File: src/rtl/framebuffer_write_coalescer_if.sv
// ----------------------------------------------------------------------------
// framebuffer_write_coalescer_if
//
// Bundles the pixel-in and beat-out handshakes of the framebuffer write
// coalescer.
//
//   pixel side : s_valid, s_ready, s_addr, s_data, s_mask, s_last
//   beat side  : m_valid, m_ready, m_addr, m_data, m_strb
//   status     : idle
//
// Modports
//   master : pixel producer / beat consumer (drives s_* and m_ready)
//   slave  : the coalescer itself (drives s_ready, m_* and idle)
// ----------------------------------------------------------------------------
interface framebuffer_write_coalescer_if #(
  parameter int ADDR_WIDTH  = 16,
  parameter int PIXEL_WIDTH = 16,
  parameter int STRB_WIDTH  = 16
);

  localparam int MASK_WIDTH      = PIXEL_WIDTH / 8;
  localparam int PIX_PER_BEAT    = STRB_WIDTH / MASK_WIDTH;
  localparam int BEAT_ADDR_WIDTH = ADDR_WIDTH - $clog2(PIX_PER_BEAT);

  // pixel input
  logic                       s_valid;
  logic                       s_ready;
  logic [ADDR_WIDTH-1:0]      s_addr;
  logic [PIXEL_WIDTH-1:0]     s_data;
  logic [MASK_WIDTH-1:0]      s_mask;
  logic                       s_last;

  // beat output
  logic                       m_valid;
  logic                       m_ready;
  logic [BEAT_ADDR_WIDTH-1:0] m_addr;
  logic [STRB_WIDTH*8-1:0]    m_data;
  logic [STRB_WIDTH-1:0]      m_strb;

  // status
  logic                       idle;

  modport master (
    output s_valid, s_addr, s_data, s_mask, s_last, m_ready,
    input  s_ready, m_valid, m_addr, m_data, m_strb, idle
  );

  modport slave (
    input  s_valid, s_addr, s_data, s_mask, s_last, m_ready,
    output s_ready, m_valid, m_addr, m_data, m_strb, idle
  );

endinterface

File: src/rtl/framebuffer_write_coalescer.sv
// ----------------------------------------------------------------------------
// framebuffer_write_coalescer
//
// Collects individual pixel writes into full-width memory beats. Pixels that
// fall into the same beat are merged byte-by-byte into a single accumulator;
// the accumulator is handed to a registered output stage when it is closed
// (s_last or every byte strobed), when a pixel for a different beat arrives,
// or -- optionally -- after the accumulator has sat idle for too long.
//
// Ports
//   aclk    in   rising-edge clock
//   reset   in   asynchronous, active-high reset
//   bus     slave modport of framebuffer_write_coalescer_if
//             s_valid/s_ready/s_addr/s_data/s_mask/s_last : pixel input
//             m_valid/m_ready/m_addr/m_data/m_strb        : beat output
//             idle : accumulator empty and no beat pending
//
// Configuration
//   FRAMEBUFFER_WRITE_COALESCER_TIMEOUT_EN
//     When defined, an idle counter flushes a partially filled accumulator
//     after TIMEOUT_CYCLES cycles without a new pixel. When undefined the
//     accumulator is held until it closes or a different beat arrives, and
//     TIMEOUT_CYCLES has no effect (still range-checked).
// ----------------------------------------------------------------------------
module framebuffer_write_coalescer #(
  parameter int ADDR_WIDTH     = 16,
  parameter int PIXEL_WIDTH    = 16,
  parameter int STRB_WIDTH     = 16,
  parameter int TIMEOUT_CYCLES = 8
) (
  input  logic                         aclk,
  input  logic                         reset,
  framebuffer_write_coalescer_if.slave bus
);

  localparam int MASK_WIDTH      = PIXEL_WIDTH / 8;
  localparam int PIX_PER_BEAT    = STRB_WIDTH / MASK_WIDTH;
  localparam int SLOT_WIDTH      = $clog2(PIX_PER_BEAT);
  localparam int BEAT_ADDR_WIDTH = ADDR_WIDTH - SLOT_WIDTH;
  localparam int DATA_WIDTH      = STRB_WIDTH * 8;

  // Parameter sanity checks; a bad configuration stops elaboration.
  if (TIMEOUT_CYCLES < 1) begin : g_bad_timeout
    $error("framebuffer_write_coalescer: TIMEOUT_CYCLES must be >= 1");
  end
  if (PIX_PER_BEAT < 2 || (PIX_PER_BEAT & (PIX_PER_BEAT - 1)) != 0) begin : g_bad_geometry
    $error("framebuffer_write_coalescer: pixels per beat must be a power of two >= 2");
  end
  if ((PIXEL_WIDTH % 8) != 0) begin : g_bad_pixel
    $error("framebuffer_write_coalescer: PIXEL_WIDTH must be a multiple of 8");
  end

  // --------------------------------------------------------------------------
  // State
  // --------------------------------------------------------------------------
  logic                       acc_valid_r;
  logic                       acc_close_r;
  logic [BEAT_ADDR_WIDTH-1:0] acc_addr_r;
  logic [DATA_WIDTH-1:0]      acc_data_r;
  logic [STRB_WIDTH-1:0]      acc_strb_r;

  logic                       m_valid_r;
  logic [BEAT_ADDR_WIDTH-1:0] m_addr_r;
  logic [DATA_WIDTH-1:0]      m_data_r;
  logic [STRB_WIDTH-1:0]      m_strb_r;

  // --------------------------------------------------------------------------
  // Combinational control
  // --------------------------------------------------------------------------
  logic [BEAT_ADDR_WIDTH-1:0] s_beat_s;
  logic [SLOT_WIDTH-1:0]      s_slot_s;
  logic [31:0]                strb_shamt_s;
  logic [31:0]                data_shamt_s;
  logic [STRB_WIDTH-1:0]      strb_shift_s;
  logic [DATA_WIDTH-1:0]      data_shift_s;
  logic                       out_free_s;
  logic                       hit_s;
  logic                       timeout_fire_s;
  logic                       xfer_s;
  logic                       s_ready_s;
  logic                       accept_s;

  assign s_beat_s     = bus.s_addr[ADDR_WIDTH-1:SLOT_WIDTH];
  assign s_slot_s     = bus.s_addr[SLOT_WIDTH-1:0];
  assign strb_shamt_s = 32'(s_slot_s) * 32'(MASK_WIDTH);
  assign data_shamt_s = 32'(s_slot_s) * 32'(PIXEL_WIDTH);
  assign strb_shift_s = {{(STRB_WIDTH-MASK_WIDTH){1'b0}}, bus.s_mask} << strb_shamt_s;
  assign data_shift_s = {{(DATA_WIDTH-PIXEL_WIDTH){1'b0}}, bus.s_data} << data_shamt_s;

  assign out_free_s = !m_valid_r || bus.m_ready;
  // A closed accumulator never merges: the next pixel, even to the same beat,
  // starts a new beat once the closed one has moved to the output stage.
  assign hit_s      = acc_valid_r && !acc_close_r && (s_beat_s == acc_addr_r);
  assign xfer_s     = acc_valid_r && out_free_s &&
                      (acc_close_r || (bus.s_valid && !hit_s) || timeout_fire_s);
  assign s_ready_s  = !acc_valid_r || hit_s || xfer_s;
  assign accept_s   = bus.s_valid && s_ready_s;

  // Next accumulator contents for an accepted pixel.
  logic [DATA_WIDTH-1:0] base_data_s;
  logic [STRB_WIDTH-1:0] base_strb_s;
  logic [DATA_WIDTH-1:0] next_data_s;
  logic [STRB_WIDTH-1:0] next_strb_s;
  logic                  next_close_s;

  // Merge the slot-shifted pixel into the accumulator (or into an empty one).
  always_comb begin
    base_data_s  = acc_data_r;
    base_strb_s  = acc_strb_r;
    next_data_s  = '0;
    next_strb_s  = '0;
    next_close_s = 1'b0;
    // A fresh load (empty accumulator, or the old beat leaving this cycle)
    // starts from nothing so no stale bytes or strobes carry over.
    if (xfer_s || !acc_valid_r) begin
      base_data_s = '0;
      base_strb_s = '0;
    end else begin
      base_data_s = acc_data_r;
      base_strb_s = acc_strb_r;
    end
    for (int i = 0; i < STRB_WIDTH; i++) begin
      if (strb_shift_s[i]) begin
        next_data_s[i*8 +: 8] = data_shift_s[i*8 +: 8];
      end else begin
        next_data_s[i*8 +: 8] = base_data_s[i*8 +: 8];
      end
    end
    next_strb_s  = base_strb_s | strb_shift_s;
    next_close_s = bus.s_last || (&next_strb_s);
  end

  // --------------------------------------------------------------------------
  // Optional idle flush
  // --------------------------------------------------------------------------
`ifdef FRAMEBUFFER_WRITE_COALESCER_TIMEOUT_EN
  localparam int TMO_WIDTH = $clog2(TIMEOUT_CYCLES + 1);
  localparam logic [TMO_WIDTH-1:0] TMO_LIMIT = TMO_WIDTH'(TIMEOUT_CYCLES);

  logic [TMO_WIDTH-1:0] tmo_cnt_r;

  // Count cycles the accumulator waits without a new pixel; saturate at the
  // limit so a blocked output stage does not wrap the counter.
  always_ff @(posedge aclk or posedge reset) begin
    if (reset) begin
      tmo_cnt_r <= '0;
    end else if (accept_s || xfer_s || !acc_valid_r) begin
      tmo_cnt_r <= '0;
    end else if (tmo_cnt_r != TMO_LIMIT) begin
      tmo_cnt_r <= tmo_cnt_r + TMO_WIDTH'(1);
    end
  end

  assign timeout_fire_s = acc_valid_r && (tmo_cnt_r == TMO_LIMIT);
`else
  assign timeout_fire_s = 1'b0;
`endif

  // --------------------------------------------------------------------------
  // Sequential logic
  // --------------------------------------------------------------------------

  // Accumulator: load/merge on accept, empty on a transfer with no new pixel.
  always_ff @(posedge aclk or posedge reset) begin
    if (reset) begin
      acc_valid_r <= 1'b0;
      acc_close_r <= 1'b0;
      acc_addr_r  <= '0;
      acc_data_r  <= '0;
      acc_strb_r  <= '0;
    end else if (accept_s) begin
      acc_valid_r <= 1'b1;
      acc_close_r <= next_close_s;
      acc_addr_r  <= s_beat_s;
      acc_data_r  <= next_data_s;
      acc_strb_r  <= next_strb_s;
    end else if (xfer_s) begin
      acc_valid_r <= 1'b0;
      acc_close_r <= 1'b0;
    end
  end

  // Output stage: capture the accumulator on transfer, drop after handshake.
  always_ff @(posedge aclk or posedge reset) begin
    if (reset) begin
      m_valid_r <= 1'b0;
      m_addr_r  <= '0;
      m_data_r  <= '0;
      m_strb_r  <= '0;
    end else if (xfer_s) begin
      m_valid_r <= 1'b1;
      m_addr_r  <= acc_addr_r;
      m_data_r  <= acc_data_r;
      m_strb_r  <= acc_strb_r;
    end else if (bus.m_ready) begin
      m_valid_r <= 1'b0;
    end
  end

  // --------------------------------------------------------------------------
  // Outputs
  // --------------------------------------------------------------------------
  assign bus.s_ready = s_ready_s;
  assign bus.m_valid = m_valid_r;
  assign bus.m_addr  = m_addr_r;
  assign bus.m_data  = m_data_r;
  assign bus.m_strb  = m_strb_r;
  assign bus.idle    = !acc_valid_r && !m_valid_r;

endmodule

File: src/flat_wrapper.sv
// flat-port wrapper written by rule: the top's interface ports become plain ports
module framebuffer_write_coalescer_flat 
#(
  parameter int ADDR_WIDTH     = 16,
  parameter int PIXEL_WIDTH    = 16,
  parameter int STRB_WIDTH     = 16,
  parameter int TIMEOUT_CYCLES = 8
)
  (aclk, reset, bus_s_valid, bus_s_addr, bus_s_data, bus_s_mask, bus_s_last, bus_m_ready, bus_s_ready, bus_m_valid, bus_m_addr, bus_m_data, bus_m_strb, bus_idle);
  framebuffer_write_coalescer_if #(.ADDR_WIDTH(ADDR_WIDTH), .PIXEL_WIDTH(PIXEL_WIDTH), .STRB_WIDTH(STRB_WIDTH)) bus_i ();
  input  logic aclk;
  input  logic reset;
  input wire logic [$bits(bus_i.s_valid)-1:0] bus_s_valid;
  input wire logic [$bits(bus_i.s_addr)-1:0] bus_s_addr;
  input wire logic [$bits(bus_i.s_data)-1:0] bus_s_data;
  input wire logic [$bits(bus_i.s_mask)-1:0] bus_s_mask;
  input wire logic [$bits(bus_i.s_last)-1:0] bus_s_last;
  input wire logic [$bits(bus_i.m_ready)-1:0] bus_m_ready;
  output wire logic [$bits(bus_i.s_ready)-1:0] bus_s_ready;
  output wire logic [$bits(bus_i.m_valid)-1:0] bus_m_valid;
  output wire logic [$bits(bus_i.m_addr)-1:0] bus_m_addr;
  output wire logic [$bits(bus_i.m_data)-1:0] bus_m_data;
  output wire logic [$bits(bus_i.m_strb)-1:0] bus_m_strb;
  output wire logic [$bits(bus_i.idle)-1:0] bus_idle;
  assign bus_i.s_valid = bus_s_valid;
  assign bus_i.s_addr = bus_s_addr;
  assign bus_i.s_data = bus_s_data;
  assign bus_i.s_mask = bus_s_mask;
  assign bus_i.s_last = bus_s_last;
  assign bus_i.m_ready = bus_m_ready;
  assign bus_s_ready = bus_i.s_ready;
  assign bus_m_valid = bus_i.m_valid;
  assign bus_m_addr = bus_i.m_addr;
  assign bus_m_data = bus_i.m_data;
  assign bus_m_strb = bus_i.m_strb;
  assign bus_idle = bus_i.idle;
  framebuffer_write_coalescer #(.ADDR_WIDTH(ADDR_WIDTH), .PIXEL_WIDTH(PIXEL_WIDTH), .STRB_WIDTH(STRB_WIDTH), .TIMEOUT_CYCLES(TIMEOUT_CYCLES)) u_core (.aclk(aclk), .reset(reset), .bus(bus_i));
endmodule
File: config.mk
export PLATFORM = sky130hd
export DESIGN_NAME = framebuffer_write_coalescer_flat
export DESIGN_NICKNAME = d
export VERILOG_FILES = /design/src/rtl/framebuffer_write_coalescer_if.sv /design/src/rtl/framebuffer_write_coalescer.sv /design/src/flat_wrapper.sv
export SDC_FILE = /design/constraint.sdc
export NUM_CORES = 1
export LEC_CHECK = 0
export BUFFER_PORTS_ARGS = -buffer_cell sky130_fd_sc_hd__clkbuf_2
export CORE_UTILIZATION = 50
export DETAILED_ROUTE_END_ITERATION = 10
export MAX_ROUTING_LAYER = met4
export PLACE_DENSITY_LB_ADDON = 0.15
export SLEW_MARGIN = 20
export SYNTH_ARGS = -nofsm -noshare
export SYNTH_HDL_FRONTEND = slang
export SYNTH_SLANG_ARGS = --single-unit
File: constraint.sdc
create_clock -name aclk -period 17.4 [get_ports aclk]
set_input_delay 1.74 -clock aclk [delete_from_list [all_inputs] [get_ports aclk]]
set_output_delay 1.74 -clock aclk [all_outputs]
set_load 0.01 [all_outputs]
Word-level counts from Yosys, hierarchy flattened
Cells that the tools add are included.
- flip-flop bits (word level): 317
- mux-type cells: 23
- reduce and logical (&&, ||, !) cells: 52
- equality and inequality tests: 1
- shift-type cells: 2
- bitwise gates (word level): 1
- operators with widths (operator ; number):
    128-bit 2-to-1 mux ; 1
    8-bit 2-to-1 mux ; 16
    16-bit by 7-bit << shifter with 128-bit output ; 1
    2-bit nonzero test ; 18
    2-bit AND reduction ; 16
    16-bit 2-to-1 mux ; 1
    16-bit OR ; 1
    16-bit AND reduction ; 1
    2-bit by 4-bit << shifter with 16-bit output ; 1
    13-bit equality test ; 1
    1-bit logical AND ; 7
    1-bit logical OR ; 6
    1-bit 2-to-1 mux ; 5
    1-bit logical NOT ; 4

Depth between registers and ports, before layout
- word-level depth: 13
- gate-level depth with buffers: 9
- depth with buffers taken out: 6

Worst setup path before layout
Ideal clock, no wire load.
- path kind: in2out
- start point: in bus_s_addr[7]
- end point: out bus_s_ready
- buffers on the path: 1
- arrival time: 2.983 ns
- cell stages on the path: 5
- path slack: 12.677 ns
- data required time: 15.660 ns
- cell sequence: xnor2_1 nand4_1 o41ai_4 buf_4 nand2b_1
- longest elaborated chain between the ends: 7
- RTL lines (element ; line ; source):
    start: declaration ; flat_wrapper.sv:14 ; input wire logic [$bits(bus_i.s_addr)-1:0] bus_s_addr;
    13-bit equality test (*) ; framebuffer_write_coalescer.sv:93 ; assign hit_s = acc_valid_r && !acc_close_r && (s_beat_s == acc_addr_r);
    1-bit logical AND (*) ; framebuffer_write_coalescer.sv:93 ;
    1-bit logical NOT ; framebuffer_write_coalescer.sv:95 ; (acc_close_r || (bus.s_valid && !hit_s) || timeout_fire_s);
    1-bit logical AND ; framebuffer_write_coalescer.sv:95 ;
    1-bit logical OR ; framebuffer_write_coalescer.sv:95 ;
    1-bit logical AND ; framebuffer_write_coalescer.sv:94 ; assign xfer_s = acc_valid_r && out_free_s &&
    1-bit logical OR (*) ; framebuffer_write_coalescer.sv:96 ; assign s_ready_s = !acc_valid_r || hit_s || xfer_s;
    end: declaration ; flat_wrapper.sv:19 ; output wire logic [$bits(bus_i.s_ready)-1:0] bus_s_ready;
Every way passes the cells marked *; elsewhere a longest branch is shown, timed or not.

Worst setup path after layout
- start point: in bus_s_addr[5]
- end point: out bus_s_ready
Same word-level chain as after synthesis.

==> metrics.cfg <==
[grt]
overflow=0
first_global_vias=8219
grt_max_degree=135
antenna_found_initial=0
grtUsageTotal_pct=24.4
grt_pass1_wl_um=46800

[detailed_routing]
dr.pass1.iters=5
vias=8140
drc_errors=0
wire_per_inst_um=19.2
drt_iter0_markers=495
routed_wl_um=29000
postRouteAntennaNets=0
vias_per_cell=5.38

[cells_and_area]
drive_gt1_share_pct=26.3
diodes=0
nFillCells=2036
final_nets=1205
final_common_cell=dfrtp_1
syn2layout_area_growth_pct=18.0
final_cell_mix=dfrtp_1, nand2_1, clkbuf_2

[worst_setup_path]
cp-end-kind=output pin
crit_arrival_ps=3170
regToRegEndpoint=u_core.bus.m_data[113]$_DFFE_PP0P_
crit_fanout=7
r2r_start=u_core.acc_addr_r[10]$_DFFE_PP0P_
crit_path_start_kind=primary input
critPathKind=in -> out
path_delay_family=compound AO/OA/AOI/OAI gates
critPathSlowestCell=o41ai_4
critPathMaxStageDelay_ps=610
cp.required_ps=15660
cp_num_buf_inv=2
r2r_cells=6
r2r_slack_ps=14040
cp_common_cell=clkbuf_2
cp_cell_sequence=clkbuf_2 -> xnor2_1 -> nand4_1 -> o41ai_4 -> nand2b_1 -> clkbuf_2

[power_and_ir_drop]
vdd.ir_drop.worst_mv=0.0669
power.total_w=0.00175
cellLeakagePower_nw=7.55
power.density_nw_per_um2=120

[timing]
maxSlewHeadroom_pct=32.5
slew_violations=0
fin_setup_tns_ps=0
fin_worst_skew_ps=7.29
post-route-period-util_pct=28.2
grt_setup_unrepaired=no
tightest_slew_ps=1010
setup_viol=0
post-route-min-period_ps=4910
fmax_mhz=204
hold_viol=0

[logic_synthesis]
synth_flop_cell=dfrtp_1
yosysWarnings=0
postSynthNetCount=1001
synthCells=962
ys_types=43
yosysTopAreaCell=dfrtp_1
async_flop_share_pct=100
synth_seq_area_share_pct=64.3
ys_top_cells_by_area=dfrtp_1, mux2_1, nand2_1, o21ai_0, mux2_2
synth.cell_area_sq_um=12300
synth_enable_flop_cells=0
synth_top_cell_area_share_pct=64.3
ys_ff_latch=317
syn_avg_cell_area_sq_um=12.8

[worst_hold_path]
hold_path_depth=2
min_from=u_core.acc_data_r[95]$_DFFE_PP0P_
holdPathEnd=u_core.acc_data_r[95]$_DFFE_PP0P_
hp-class=reg -> reg

[floorplanning]
start_util_pct=50.9
die-area_sq_um=25300
die_y_um=159
rows=57
core-area_sq_um=24200
die_w_um=159
io_pins=199

[clock_network]
cts_tree=built
cts_buffer_depth=3
htreeDepth=2
cts_hold_buf=0
clockRootBuffer=clkbuf_16
numCtsBuffers=34
clock_latency_ps=500
cts.sinks=317
clkTransAtPathRegs_ps=60
post-cts-setup-buffers=0
ctsResizeCount=0

[placement]
gp_congestion=0.855
dpl.hpwl_um=19800
numPortBuffers=198

[run_status]
status=completed

[flow_run]
drv_cap=0

-- synthesized netlist by cell type (6+ instances only) --
cell / instances
a21oi_1: 6
buf_4: 6
buf_8: 11
clkbuf_1: 12
dfrtp_1: 317
mux2_1: 113
mux2_2: 44
nand2_1: 223
nand2b_1: 20
o21ai_0: 116
o221ai_1: 9
o2bb2ai_1: 16
xnor2_1: 12
-- area by class of cell --
class / instances / area, sq um / share of cell area, %
flip-flops and latches: 317 / 7930 / 54.5
multi-input cells: 607 / 4090 / 28.1
repair buffers: 205 / 1040 / 7.16
clock buffers: 48 / 997 / 6.85
well taps: 324 / 405 / 2.78
clock inverters: 11 / 83.8 / 0.575
inverters: 1 / 11.3 / 0.0773
-- metal layers --
layer | wire length, um | global-route usage (%)
met2 | 13400 | 36.6
met1 | 13600 | 34.6
met5 | 0 | -
met3 | 1430 | 3.62
met4 | 607 | 7.08
-- registers in the layout (all words and copies together) (netlist names) --
| register | cells |
|---|---|
| u_core.acc_valid_r | 1 |
| u_core.acc_close_r | 1 |
| u_core.bus.m_valid | 1 |
| u_core.acc_data_r | 128 |
| u_core.acc_addr_r | 13 |
| u_core.bus.m_addr | 13 |
| u_core.bus.m_strb | 16 |
| u_core.bus.m_data | 128 |
| u_core.acc_strb_r | 16 |
-- worst register-to-register path: stages, from the launching register on --
cell and delay [ps]:
dfrtp_1 420, xnor2_1 200, nand4_1 220, o41ai_4 620, or2_4 440, buf_4 810
mux2_2 530
-- report_power, final --
group	internal (W)	switching (W)	total [W]
clock	0.000415	0.000279	0.000694
sequential	0.000790	0.0000359	0.000826
combinational	0.0000887	0.000145	0.000234
total	0.00129	0.000461	0.00175
-- kinds of logic after synthesis --
family          count (synthesis)  synth area share (%)
compound gates                165                  8.29
flops                         317                  64.3
xor+xnor                       13                 0.923
simple gates                  272                  9.60
buf+inv                        38                  2.58
mux                           157                  14.3
-- worst max-delay path by stage --
stage / from / endpoint / slack, ps / cells after the start
after floorplan: reset / u_core.acc_addr_r[0]$_DFFE_PP0P_ / 6890 / 1
after global placement: bus_s_addr[5] / bus_s_ready / 12020 / 6
after detailed placement: bus_s_addr[5] / bus_s_ready / 11990 / 6
after CTS: bus_s_addr[5] / bus_s_ready / 11940 / 6
after global routing: bus_s_addr[5] / bus_s_ready / 12350 / 6
final: bus_s_addr[5] / bus_s_ready / 12490 / 6
-- stage by stage --
step	instance area [sq um]	util, %	hold WS [ps]	worst slack (ps)	instances
floorplan	12300	-	443	6890	962
finish	14600	60.1	474	12490	1513
global route	14600	60.1	488	12350	1513
detailed placement	13500	55.6	464	11990	1453
CTS	14600	60.0	479	11940	1512
global placement	13500	55.6	455	12020	1453
(Power assumes the default switching activity.)
